===== src/rtl/fifo_arb_pkg.sv =====
// Shared types and the round-robin pick helper for the FIFO write arbiter.
package fifo_arb_pkg;

   localparam int DATA_W_DEF = 8;

   typedef enum logic [1:0] {
      IDLE  = 2'd0,
      GRANT = 2'd1,
      STALL = 2'd2
   } arb_state_e;

   // Returns {found, idx}: rotate req right by ptr, take the lowest set bit, rotate the index back.
   function automatic logic [3:0] rr_pick(input logic [7:0] req, input logic [2:0] ptr, input int n);
      logic [15:0] dbl;
      logic [7:0]  rot;
      logic [3:0]  res;
      int          sum;
      dbl = '0;
      for (int i = 0; i < 8; i++) begin
         if (i < n) begin
            dbl[i]     = req[i];
            dbl[i + n] = req[i];
         end
      end
      rot = 8'(dbl >> ptr);
      res = '0;
      for (int k = 7; k >= 0; k--) begin
         if (k < n && rot[k]) begin
            sum = k + int'(ptr);
            if (sum >= n) sum = sum - n;
            res = {1'b1, 3'(sum)};
         end
      end
      return res;
   endfunction

endpackage


===== src/rtl/fifo_write_arbiter_rr_picker.sv =====
// Combinational round-robin picker: first set request at or after rr_ptr_i, modulo NUM_REQ.
module rr_picker
   import fifo_arb_pkg::*;
#(
   parameter int NUM_REQ = 4,
   parameter int IDX_W   = (NUM_REQ > 1) ? $clog2(NUM_REQ) : 1
) (
   input  logic [NUM_REQ-1:0] req_i,
   input  logic [IDX_W-1:0]   rr_ptr_i,
   output logic               found_o,
   output logic [IDX_W-1:0]   idx_o
);

   logic [7:0] req_ext;
   logic [3:0] pick;

   always_comb begin
      req_ext                = '0;
      req_ext[NUM_REQ-1:0]   = req_i;
   end

   assign pick    = rr_pick(req_ext, 3'(rr_ptr_i), NUM_REQ);
   assign found_o = pick[3];
   assign idx_o   = IDX_W'(pick[2:0]);

endmodule


===== src/rtl/fifo_write_arbiter.sv =====
// Round-robin sharing of the async FIFO write port; optional per-grant bursts under FIFO_ARB_BURST_EN.
// Grant latency 1 clk, then 1 beat/clk; stalls on full and resumes only once almost_full clears.
module fifo_write_arbiter
   import fifo_arb_pkg::*;
#(
   parameter int NUM_REQ   = 4,
   parameter int DATA_W    = fifo_arb_pkg::DATA_W_DEF,
   parameter int MAX_BURST = 4,
   parameter int CNT_W     = 16
) (
   input  logic                      clk_write,
   input  logic                      rst,
   input  logic [NUM_REQ-1:0]        req_valid,
   input  logic [NUM_REQ*DATA_W-1:0] req_data,
   output logic [NUM_REQ-1:0]        req_ready,
   output logic [DATA_W-1:0]         fifo_data_in,
   output logic                      fifo_write_enable,
   input  logic                      fifo_full,
   input  logic                      fifo_almost_full,
   output logic                      busy,
   output logic [CNT_W-1:0]          wr_count
);

   localparam int IDX_W = (NUM_REQ > 1) ? $clog2(NUM_REQ) : 1;

   if (NUM_REQ < 2 || NUM_REQ > 8 || MAX_BURST < 1) begin : g_bad_cfg
      $error("fifo_write_arbiter: NUM_REQ must be 2..8 and MAX_BURST >= 1");
   end

   arb_state_e         state_q, state_d;
   logic               grant_vld_q, grant_vld_d;
   logic [IDX_W-1:0]   grant_idx_q, grant_idx_d;
   logic [IDX_W-1:0]   rr_ptr_q, rr_ptr_d;
   logic [CNT_W-1:0]   wr_count_q, wr_count_d;
   logic               pick_found;
   logic [IDX_W-1:0]   pick_idx;
   logic               new_grant;
   logic               burst_hold;
   logic [DATA_W-1:0]  beat [NUM_REQ];

   rr_picker #(.NUM_REQ(NUM_REQ), .IDX_W(IDX_W)) u_picker (
      .req_i    (req_valid),
      .rr_ptr_i (rr_ptr_q),
      .found_o  (pick_found),
      .idx_o    (pick_idx)
   );

   for (genvar g = 0; g < NUM_REQ; g++) begin : g_beat
      assign beat[g] = req_data[g*DATA_W +: DATA_W];
   end

   // rst gates ready so an in-flight beat is never written in the reset cycle.
   always_comb begin
      req_ready = '0;
      if (grant_vld_q && state_q == GRANT && !fifo_full && !rst)
         req_ready[grant_idx_q] = 1'b1;
   end

   assign fifo_write_enable = |(req_valid & req_ready);
   assign fifo_data_in      = fifo_write_enable ? beat[grant_idx_q] : '0;
   assign busy              = !rst && (state_q != IDLE);
   assign wr_count          = rst ? '0 : wr_count_q;

`ifdef FIFO_ARB_BURST_EN
   localparam int BC_W = $clog2(MAX_BURST) + 1;
   logic [BC_W-1:0] beat_cnt_q, beat_cnt_d;

   assign burst_hold = fifo_write_enable && (beat_cnt_q < BC_W'(MAX_BURST - 1));

   always_comb begin
      beat_cnt_d = beat_cnt_q;
      if (new_grant)              beat_cnt_d = '0;
      else if (fifo_write_enable) beat_cnt_d = beat_cnt_q + BC_W'(1);
   end

   always_ff @(posedge clk_write) begin
      if (rst) beat_cnt_q <= '0;
      else     beat_cnt_q <= beat_cnt_d;
   end
`else
   assign burst_hold = 1'b0;
`endif

   always_comb begin
      state_d     = state_q;
      grant_vld_d = grant_vld_q;
      grant_idx_d = grant_idx_q;
      rr_ptr_d    = rr_ptr_q;
      new_grant   = 1'b0;
      wr_count_d  = fifo_write_enable ? wr_count_q + CNT_W'(1) : wr_count_q;
      case (state_q)
         IDLE: begin
            if (pick_found) new_grant = 1'b1;
         end
         GRANT: begin
            if (fifo_full) begin
               state_d = STALL;
            end else if (burst_hold) begin
               state_d = GRANT;
            end else if (pick_found) begin
               new_grant = 1'b1;
            end else begin
               state_d     = IDLE;
               grant_vld_d = 1'b0;
            end
         end
         STALL: begin
            if (!fifo_almost_full) state_d = GRANT;
         end
         default: begin
            state_d     = IDLE;
            grant_vld_d = 1'b0;
         end
      endcase
      // Advancing past the winner makes it lowest priority at the next arbitration.
      if (new_grant) begin
         state_d     = GRANT;
         grant_vld_d = 1'b1;
         grant_idx_d = pick_idx;
         rr_ptr_d    = (pick_idx == IDX_W'(NUM_REQ - 1)) ? '0 : pick_idx + IDX_W'(1);
      end
   end

   always_ff @(posedge clk_write) begin
      if (rst) begin
         state_q     <= IDLE;
         grant_vld_q <= 1'b0;
         grant_idx_q <= '0;
         rr_ptr_q    <= '0;
         wr_count_q  <= '0;
      end else begin
         state_q     <= state_d;
         grant_vld_q <= grant_vld_d;
         grant_idx_q <= grant_idx_d;
         rr_ptr_q    <= rr_ptr_d;
         wr_count_q  <= wr_count_d;
      end
   end

endmodule


===== config.mk =====
export PLATFORM = sky130hd
export DESIGN_NAME = fifo_write_arbiter
export DESIGN_NICKNAME = d
export VERILOG_FILES = /design/src/rtl/fifo_arb_pkg.sv /design/src/rtl/fifo_write_arbiter_rr_picker.sv /design/src/rtl/fifo_write_arbiter.sv
export SDC_FILE = /design/constraint.sdc
export NUM_CORES = 1
export LEC_CHECK = 0
export ABC_AREA = 0
export ABC_CLOCK_PERIOD_IN_PS = 2100
export CORE_ASPECT_RATIO = 1.4
export CORE_MARGIN = 4
export CORE_UTILIZATION = 40
export CTS_CLUSTER_DIAMETER = 200
export DETAILED_ROUTE_END_ITERATION = 8
export PLACE_DENSITY = 0.78
export SETUP_SLACK_MARGIN = 0.02
export SYNTH_ARGS = -nofsm -noshare
export SYNTH_HDL_FRONTEND = slang
export SYNTH_SLANG_ARGS = --single-unit

===== constraint.sdc =====
create_clock -name clk_write -period 2.1 [get_ports clk_write]
set_input_delay 0.42 -clock clk_write [delete_from_list [all_inputs] [get_ports clk_write]]
set_output_delay 0.42 -clock clk_write [all_outputs]
set_load 0.005 [all_outputs]

# After elaboration in Yosys (flattened, before gate mapping)
# Cells that the tools add are included.
word_totals:
  ff_bits: 23
  latchBits: 0
  mem_bits_rw: 0
  romBits: 0
  inputBits: 40
  output_inout_bits: 30
  wordCells: 81
  n_memories: 0
classes:
  add_sub_neg: 9
  n_mul: 0
  n_div: 0
  n_lt_le_gt_ge: 7
  n_eq_ne: 11
  n_shift: 1
  n_mux: 29
  bitwise_logic: 3
  reduce_logical: 15
ops:
  columns: ["operator", "count"]
  rows:
  - ["$ge 32x4->1 const B", 3]
  - ["$mux 8", 3]
  - ["$mux 4", 5]
  - ["$add 16x1->16 const B", 1]
  - ["$bmux 8 s2", 1]
  - ["$mux 16", 1]
  - ["$mux 3", 4]
  - ["$ne 3x3->1 const B", 4]
  - ["$reduce_and 3->1", 3]
  - ["$sub 3x3->3 const B", 3]
  - ["$mux 2", 4]
  - ["$shr 8x2->4", 1]
  - ["$mux 1", 7]
  - ["$add 2x2->3 const A", 2]
  - ["$pmux 2 s3", 1]
  - ["$logic_and 1x1->1", 5]
  - ["$and 4x4->4", 1]
  - ["$eq 2x2->1 const B", 2]
  - ["$ne 2x2->1 const B", 2]
  - ["$ne 4x4->1 const B", 1]
  - ["$pmux 1 s2", 2]
  - ["$reduce_or 2->1", 2]
  - ["$reduce_or 4->1", 1]
  - ["$add 1x2->3 const A", 1]
  - ["other kinds (14)", 15]

# Longest topological paths before layout
# Gate-level depths: netlist of the first run.
logic_depth:
  word_depth: 12
  ltp_mapped: 7
  ltp_nobuf: 6

# Modules after synthesis
# From an unflattened synthesis of the first run, not the netlist that was laid out.
hier_totals:
  hier_cells: 180
  area_unflattened_um2: 1526.5
modules_own_cells:
  columns: ["module", "n_inst", "cells_each", "area_each_um2"]
  rows:
  - ["fifo_write_arbiter", 1, 165, 1448.9]
  - ["rr_picker", 1, 15, 77.6]

# Least setup slack after synthesis of the first run
# OpenSTA, ideal clock, no wires.
synth_timing:
  path_type: "register to output"
  from: "register grant_idx_q[0]"
  to: "output fifo_data_in[0]"
  arrival_ns: 1.438
  t_required_ns: 1.680
  setup_slack_ns: 0.242
  path_stages_with_launch: 7
  path_buffers: 2
  cell_sequence: "dfxtp_1 buf_6 mux4_2 nand3_4 inv_4 buf_6 and2_1"
synth_via:
  elab_chain_len: 8
  word_cells_on_any_way: 13
  classes_between: "2 x order compare; 7 x mux; 2 x bitwise; 2 x reduce/logical"
synth_lines:
  columns: ["item", "line_no", "source"]
  rows:
  - ["start, declared", "fifo_write_arbiter.sv:32", "logic [IDX_W-1:0] grant_idx_q, grant_idx_d;"]
  - ["start signal, assigned", "fifo_write_arbiter.sv:134", "grant_idx_q <= grant_idx_d;"]
  - ["$lt 2x3->1 (implied by the code) or $ge 2x1->1 (tied branches)", "fifo_write_arbiter.sv:56", "req_ready[grant_idx_q] = 1'b1;"]
  - ["$logic_and 1x1->1 (implied by the code)", "fifo_write_arbiter.sv:56", null]
  - ["$mux 1 (implied by the code)", "fifo_write_arbiter.sv:56", null]
  - ["$demux 1 s2 (*)", "fifo_write_arbiter.sv:56", null]
  - ["$mux 4 (*)", "fifo_write_arbiter.sv:55", "if (grant_vld_q && state_q == GRANT && !fifo_full && !rst)"]
  - ["$and 4x4->4 (*)", "fifo_write_arbiter.sv:59", "assign fifo_write_enable = |(req_valid & req_ready);"]
  - ["$reduce_or 4->1 (*)", "fifo_write_arbiter.sv:59", null]
  - ["via fifo_write_enable", "fifo_write_arbiter.sv:17", "output logic fifo_write_enable,"]
  - ["$mux 8 (*)", "fifo_write_arbiter.sv:60", "assign fifo_data_in = fifo_write_enable ? beat[grant_idx_q] : '0;"]
  - ["end, declared", "fifo_write_arbiter.sv:16", "output logic [DATA_W-1:0] fifo_data_in,"]
# Mark *: on every way through the listed nets, which the timed path passes. The rest lies on a longest branch. The select of a mux whose other input is x is not followed.

# Worst setup path after layout of the first run
layout_timing:
  from: "register grant_idx_q[0]"
  to: "output fifo_data_in[6]"
layout_via:
  elab_chain_len: 8
  word_cells_on_any_way: 13
  classes_between: "2 x order compare; 7 x mux; 2 x bitwise; 2 x reduce/logical"
layout_lines:
  columns: ["item", "line_no"]
  rows:
  - ["$lt 2x3->1 (implied by the code) or $ge 2x1->1 (tied branches)", "fifo_write_arbiter.sv:56"]
  - ["$logic_and 1x1->1 (implied by the code)", "fifo_write_arbiter.sv:56"]
  - ["$mux 1 (implied by the code)", "fifo_write_arbiter.sv:56"]
  - ["$demux 1 s2", "fifo_write_arbiter.sv:56"]
  - ["$mux 4", "fifo_write_arbiter.sv:55"]
  - ["$and 4x4->4", "fifo_write_arbiter.sv:59"]
  - ["$reduce_or 4->1", "fifo_write_arbiter.sv:59"]
  - ["$mux 8 (*)", "fifo_write_arbiter.sv:60"]
# Every way passes the cells marked *; elsewhere a longest branch is shown, timed or not. The select of a mux whose other input is x is not followed.

==> results of run 1 <==
==> path summary, 6_finish.rpt <==
path / startpoint / endpoint / slack, ps / depth (start not counted)
max: grant_idx_q[0] / fifo_data_in[6] / -110 / 6
min: grant_vld_q / grant_vld_q / 490 / 2
max reg2reg: grant_idx_q[0] / wr_count_q[14] / 130 / 9
min reg2reg: grant_vld_q / grant_vld_q / 490 / 2
==> placed cells by master (no fill, tap or decap), types with 2 or more instances in the layout <==
cell	instances
and4_1	3
nand3b_1	2
xor2_1	11
dfxtp_1	22
nand2_1	6
nand4_1	9
nor2b_1	16
and2_1	6
clkdlybuf4s50_1	50
nand3_1	3
nor2_1	28
nor3_1	3
dlygate4sd2_1	3
a21oi_1	6
nor3b_1	2
buf_2	6
clkbuf_8	3
a211oi_1	2
buf_4	17
buf_12	2
and3_1	3
clkbuf_2	4
mux2i_1	3
and2_4	3
inv_1	3
xnor2_1	5
clkdlybuf4s15_1	4
mux4_2	9
buf_6	7
o21ai_0	2
==> timing repair <==
| action | 4_1_cts | 5_1_grt |
|---|---|---|
| setup buffers | 10 | 2 |
| hold buffers | 0 | 0 |
| pin swaps | 8 | 5 |
| gates cloned | 1 | 0 |
| resized for setup | 56 | 18 |
| endpoints found under the setup margin | 30 | 19 |
==> power groups by stage <==
| stage | Combinational (mW) | Sequential, mW | Clock [mW] |
|---|---|---|---|
| global placement | 0.296 | 0.479 | 0 |
| detailed placement | 0.304 | 0.480 | 0 |
| CTS | 0.328 | 0.468 | 0.279 |
| floorplan | 0.154 | 0.478 | 0 |
| finish | 0.329 | 0.468 | 0.266 |
| global route | 0.358 | 0.470 | 0.298 |
==> cells in the mapped netlist (all sizes together) (2+ instances only) <==
| cell | number |
|---|---|
| dfxtp | 23 |
| nor3b | 3 |
| a21oi | 6 |
| and4 | 3 |
| nor2 | 28 |
| nand4 | 9 |
| nand3 | 4 |
| nor2b | 16 |
| nor3 | 3 |
| mux4 | 9 |
| nand3b | 2 |
| o21ai | 2 |
| clkbuf | 5 |
| inv | 4 |
| a211oi | 3 |
| and2 | 9 |
| xnor2 | 5 |
| and3 | 3 |
| buf | 3 |
| nand2 | 6 |
| mux2i | 3 |
| xor2 | 11 |
==> sequential cells by signal (all words and copies together), names as in the netlist <==
name         flops
state_q          2
grant_vld_q      1
rr_ptr_q         2
grant_idx_q      2
wr_count_q      16
==> tightest hold or removal path: cells and delay by family, from the launching register on <==
family / cells / cell delay [ps]
AO/OA/AOI/OAI: 1 / 60
AND/OR/NAND/NOR: 1 / 70
flip-flops: 1 / 330
==> layer usage <==
metal  routed length, um  vias up  global-route usage
met5                   0        -                   0
met1                1690      706               0.208
met2                2280       60               0.359
li1                    -      763                   -
met4                  89        0              0.0687
met3                 369        6              0.0354
==> per-stage QoR <==
stage               worst slack [ps]  hold slack, ps  instances
CTS                             -117             495        300
detailed placement              -471             475        286
global placement                -417             475        286
floorplan                        242             449        167
finish                          -113             490        299
global route                    -171             521        299
==> kinds of logic after synthesis <==
| kind of cell | after synthesis | share of synthesized area |
|---|---|---|
| AOI/OAI and AO/OA | 13 | 0.0614 |
| buffers and inverters | 12 | 0.0423 |
| and+or+nand+nor | 90 | 0.336 |
| muxes | 12 | 0.154 |
| xor gates and xnor gates | 16 | 0.0929 |
| adders and majority gates | 1 | 0.00829 |
| DFF | 23 | 0.305 |
==> cell type report <==
class / instances / share of cell area
multi-input cells: 132 / 0.407
repair buffers: 93 / 0.353
flip-flops and latches: 23 / 0.190
well taps: 42 / 0.0215
clock buffers: 3 / 0.0169
inverters: 4 / 0.00715
repair inverters: 1 / 0.00307
clock inverters: 1 / 0.00204
==> results_dict.tcl, run 1 <==
set metrics [dict create \
    clock_sinks 23 \
    syn_to_final_growth_pct 62.3 \
    rsz0062_at_grt "true" \
    cts_tree "yes" \
    synth_cell_types 33 \
    num_rows 26 \
    synth.avg_cell_area_um2 9.04 \
    p_switching_uw 272 \
    hold_class "reg -> reg" \
    clockBufferDepth 2 \
    routed_via_density 5.13 \
    outcome "finished with violations" \
    antenna_found_initial 0 \
    worstSetupEndpointType "output pin" \
    switching_share 0.256 \
    diodes 0 \
    wl_per_cell_um 14.8 \
    cpLargestDelayFamily "multiplexers" \
    place_hpwl_um 3360 \
    worstPathMaxFanout 3 \
    fin_skew_ps 1.16 \
    slowest_stage "mux4_2" \
    ys_warn_count 0 \
    static-leakage-power_nw 0.970 \
    cap_violations 0 \
    ctsRootBufferMaster "clkbuf_8" \
    combPwrFrac 0.309 \
    seqCellArea_um2 464 \
    routed_wl_um 4440 \
    grt_first_pass_wirelength_um 7120 \
    drtAntennaViolNets 0 \
    die_area_um2 4830 \
    syn_nets 208 \
    arrival_ps 1790 \
    multi_input_area_um2 997 \
    clkSlewWorstSetupHoldPaths_ps 80 \
    htreeDepth 1 \
    place.port_buffers 69 \
    coreArea_um2 3640 \
    die_x_um 59.9 \
    slew_viol_final 0 \
    fin_nets 299 \
    fillers 301 \
    crit_buf_inv 3 \
    synthArstFlopShare 0 \
    final_core_util 0.672 \
    ys_ff_latch 23 \
    pwr_density_cell_nw_per_um2 434 \
    grt_use_total 0.193 \
    tightest_slew_ps 593 \
    yosysSeqAreaShare 0.305 \
    crit_top_cell "buf_6" \
    grt_max_degree 42 \
    failed_checks "negative setup slack" \
    path_class "reg -> out" \
    synth_edf_count 0 \
    synth_ff_type "dfxtp_1" \
    num_vias 1535 \
    clock_power_share 0.250 \
    final-hold-violation-count 0 \
    setup_ws_ps -113 \
    cp-start-kind "flop" \
    grt_remaining_overflow 0 \
    fin_setup_tns_ps -275 \
    drc 0 \
    synthTopCellsByArea "dfxtp_1, mux4_2, nor2_1, nor2b_1, xor2_1" \
    cpPeakStageDelay_ps 540 \
    drt-initial-drc-count 73 \
    die_h_um 80.7 \
    gp_congestion 0.771 \
    max_freq_mhz 452 \
    p_seq_frac 0.440 \
    cp_cell_sequence "mux4_2, nand3_4, clkinvlp_4, buf_6, and2_4, buf_6" \
    drive_gt1_frac 0.233 \
    fin_crit_ps 2210 \
    initial_utilization 0.414 \
    synth.largest_area_cell "dfxtp_1" \
    power.internal_uw 791 \
    setup_viol 7 \
    numCtsBuffers 3 \
    first_pass_iters 4 \
    placed_area_um2 2340 \
    ir_drop_v 0.000453 \
    synth_cells 167 \
    finalPower_mw 1.06 \
    postLayoutCellArea_um2 2450 \
    syn_area_um2 1510 \
    fin_crit_sh 1.05 \
    insertion_delay_ps 260 \
    cp.required_ps 1680 \
    synth_top_area_frac 0.305 \
    grt_pass1_vias 1592 \
    io_pins 70 \
    relSlewSlack 0.604 \
]
(Power assumes the default switching activity.)
==> inputs of run 2 (changes only) <==
--- a/config.mk
+++ b/config.mk
@@ -12,6 +12,7 @@
 export CORE_UTILIZATION = 40
 export CTS_CLUSTER_DIAMETER = 200
 export DETAILED_ROUTE_END_ITERATION = 8
+export HOLD_SLACK_MARGIN = 0.06
 export PLACE_DENSITY = 0.78
 export SETUP_SLACK_MARGIN = 0.02
 export SYNTH_ARGS = -nofsm -noshare
==> results of run 2 <==
Final layout, timing and power as in run 1 (identical DEF).
==> inputs of run 3 (changes only) <==
--- a/config.mk
+++ b/config.mk
@@ -9,11 +9,12 @@
 export ABC_CLOCK_PERIOD_IN_PS = 2100
 export CORE_ASPECT_RATIO = 1.4
 export CORE_MARGIN = 4
-export CORE_UTILIZATION = 40
+export CORE_UTILIZATION = 41
 export CTS_CLUSTER_DIAMETER = 200
 export DETAILED_ROUTE_END_ITERATION = 8
 export HOLD_SLACK_MARGIN = 0.06
-export PLACE_DENSITY = 0.78
+export PLACE_DENSITY = 0.8
+export REMOVE_ABC_BUFFERS = 1
 export SETUP_SLACK_MARGIN = 0.02
 export SYNTH_ARGS = -nofsm -noshare
 export SYNTH_HDL_FRONTEND = slang
==> run 3 against run 2 <==
Against the previous run:
- the run still ends with negative setup slack left
- critical path depth decreased by 1
- design area increased by 0.87%
- power increased by 0.27%
- count of clock-buffer cells in the layout unchanged
- worst setup slack improved by 61 ps
- clock skew increased by 0.58 ps
- sequential share of layout area decreased by 0.16 points
- via count decreased by 1.1%
- clock power increased by 6%
- sequential power about the same
- critical path type unchanged
- critical endpoint is now fifo_data_in[0]
- largest cell class unchanged
==> results_dict.tcl, run 3 (same netlist as run 1, synthesis figures left out) <==
set metrics [dict create \
    drt-initial-drc-count 44 \
    initial_utilization 0.435 \
    ctsRootBufferMaster "clkbuf_8" \
    drive_gt1_frac 0.227 \
    io_pins 70 \
    hold_class "reg -> reg" \
    p_switching_uw 286 \
    num_vias 1518 \
    static-leakage-power_nw 0.979 \
    coreArea_um2 3470 \
    routed_wl_um 4310 \
    min_to "wr_count_q[1]" \
    final-hold-violation-count 0 \
    cap_violations 0 \
    highest_layer "met4" \
    outcome "finished with violations" \
    setup_viol 9 \
    clockBufferDepth 2 \
    path_class "reg -> out" \
    power.internal_uw 779 \
    ir_drop_v 0.000390 \
    htreeDepth 1 \
    min_from "wr_count_q[1]" \
    grt_pass1_vias 1483 \
    whs_ps 493 \
    met2_length_um 2370 \
    die_x_um 59.3 \
    antenna_found_initial 0 \
    r2r-end "wr_count_q[6]" \
    worstSetupEndpointType "output pin" \
    first_pass_iters 4 \
    tightest_slew_ps 590 \
    cts_tree "yes" \
    drtAntennaViolNets 0 \
    die_area_um2 4730 \
    arrival_ps 1730 \
    crit_buf_inv 2 \
    fin_nets 297 \
    diodes 0 \
    place.port_buffers 69 \
    num_rows 25 \
    p_seq_frac 0.441 \
    grt_first_pass_wirelength_um 6850 \
    cp_cell_sequence "mux4_2, nand3_4, clkinvlp_4, and2_1, buf_2" \
    clkSlewWorstSetupHoldPaths_ps 90 \
    failed_checks "negative setup slack" \
    combPwrFrac 0.293 \
    largest_register_ffs 16 \
    grt_remaining_overflow 0 \
    worstPathMaxFanout 5 \
    met3_wirelength_um 112 \
    fin_crit_ps 2150 \
    dp.cells 285 \
    clock_power_share 0.266 \
    routed_via_density 5.15 \
    relSlewSlack 0.606 \
    grt_max_degree 31 \
    gp_congestion 0.857 \
    final_cell_mix "clkdlybuf4s50_1, nor2_1, dfxtp_1" \
    wl_per_cell_um 14.6 \
    cpPeakStageDelay_ps 540 \
    numCtsBuffers 3 \
    pwr_density_cell_nw_per_um2 431 \
    reg2reg_setup_slack_ps 190 \
    wl_met1_um 1750 \
    cpLargestDelayFamily "multiplexers" \
    drc 0 \
    hold_buffers 0 \
    clock_sinks 23 \
    mostFrequentLayoutCell "clkdlybuf4s50_1" \
    grt_use_total 0.186 \
    rsz0062_at_grt "true" \
    syn_to_final_growth_pct 63.7 \
    reg2regPathDepth 8 \
    place_hpwl_um 3280 \
    setup_ws_ps -52.2 \
    stdcell_count 295 \
    cp.required_ps 1680 \
    insertion_delay_ps 270 \
    slowest_stage "mux4_2" \
    fin_skew_ps 1.74 \
    die_h_um 79.8 \
    largest_register "wr_count_q" \
    fillers 275 \
    switching_share 0.269 \
    max_freq_mhz 465 \
    slew_viol_final 0 \
    cp-start-kind "flop" \
    holdPathStages 2 \
    fin_crit_sh 1.02 \
    rr_startpoint "grant_idx_q[0]" \
]
run 3: cell types whose count changed in the layout (fill, tap and decap cells not counted), sizes merged:
cell,change
buf,-2
clkbuf,-4
dlygate4sd2,+3
dlymetal6s2s,+1
run 3: how the worst max path moves through the flow:
stage / startpoint / end / depth (start not counted)
floorplan: grant_idx_q[0] / fifo_data_in[0] / 4
global placement: req_valid[3] / fifo_data_in[0] / 6
detailed placement: req_valid[2] / fifo_data_in[2] / 6
CTS: grant_idx_q[0] / fifo_data_in[0] / 5
global route: grant_idx_q[0] / fifo_data_in[0] / 5
finish: grant_idx_q[0] / fifo_data_in[0] / 5
run 3: final cells by class:
| class | instances | area, um^2 | area share |
|---|---|---|---|
| multi-input combinational | 132 | 1010 | 0.408 |
| inverter | 4 | 20.0 | 0.00811 |
| tap | 40 | 50.0 | 0.0203 |
| clock buffer | 3 | 41.3 | 0.0167 |
| timing repair inverter | 1 | 7.51 | 0.00304 |
| sequential | 23 | 464 | 0.188 |
| timing repair buffer | 91 | 875 | 0.354 |
| clock inverter | 1 | 5.00 | 0.00203 |
run 3: per-layer routing:
layer | global-route usage | vias to the layer above
li1 | - | 763
met1 | 0.219 | 718
met2 | 0.342 | 28
met3 | 0.0162 | 9
met4 | 0.0567 | 0
met5 | 0 | -
run 3: tightest hold or removal path: cells and delay by family (launching register included):
family / cells / cell delay (ps)
simple gates: 1 / 60
compound gates: 1 / 50
flops: 1 / 340
run 3: power groups by stage:
stage	Sequential [mW]	Combinational (mW)	Clock (mW)
6_report	0.470	0.312	0.283
5_1_grt	0.473	0.338	0.305
4_1_cts	0.471	0.296	0.282
3_5_place_dp	0.480	0.295	0
3_3_place_gp	0.479	0.291	0
2_1_floorplan	0.493	0.121	0
run 3: repair_timing:
item | in CTS | in global routing
setup endpoints to repair | 30 | 16
gates cloned | 1 | 0
pin swaps | 6 | 1
buffers inserted | 3 | 3
gates resized for setup | 50 | 17
run 3: per-stage QoR:
stage                util  instance area, um^2  TNS, ps  total power [mW]  setup slack (ps)
floorplan               -                 1460        0             0.614              3.16
global placement    0.671                 2330    -6960             0.770              -410
detailed placement  0.671                 2330    -7330             0.775              -449
CTS                 0.689                 2390     -216              1.05             -53.2
global route        0.711                 2470     -636              1.12              -102
finish              0.711                 2470     -228              1.07             -52.2
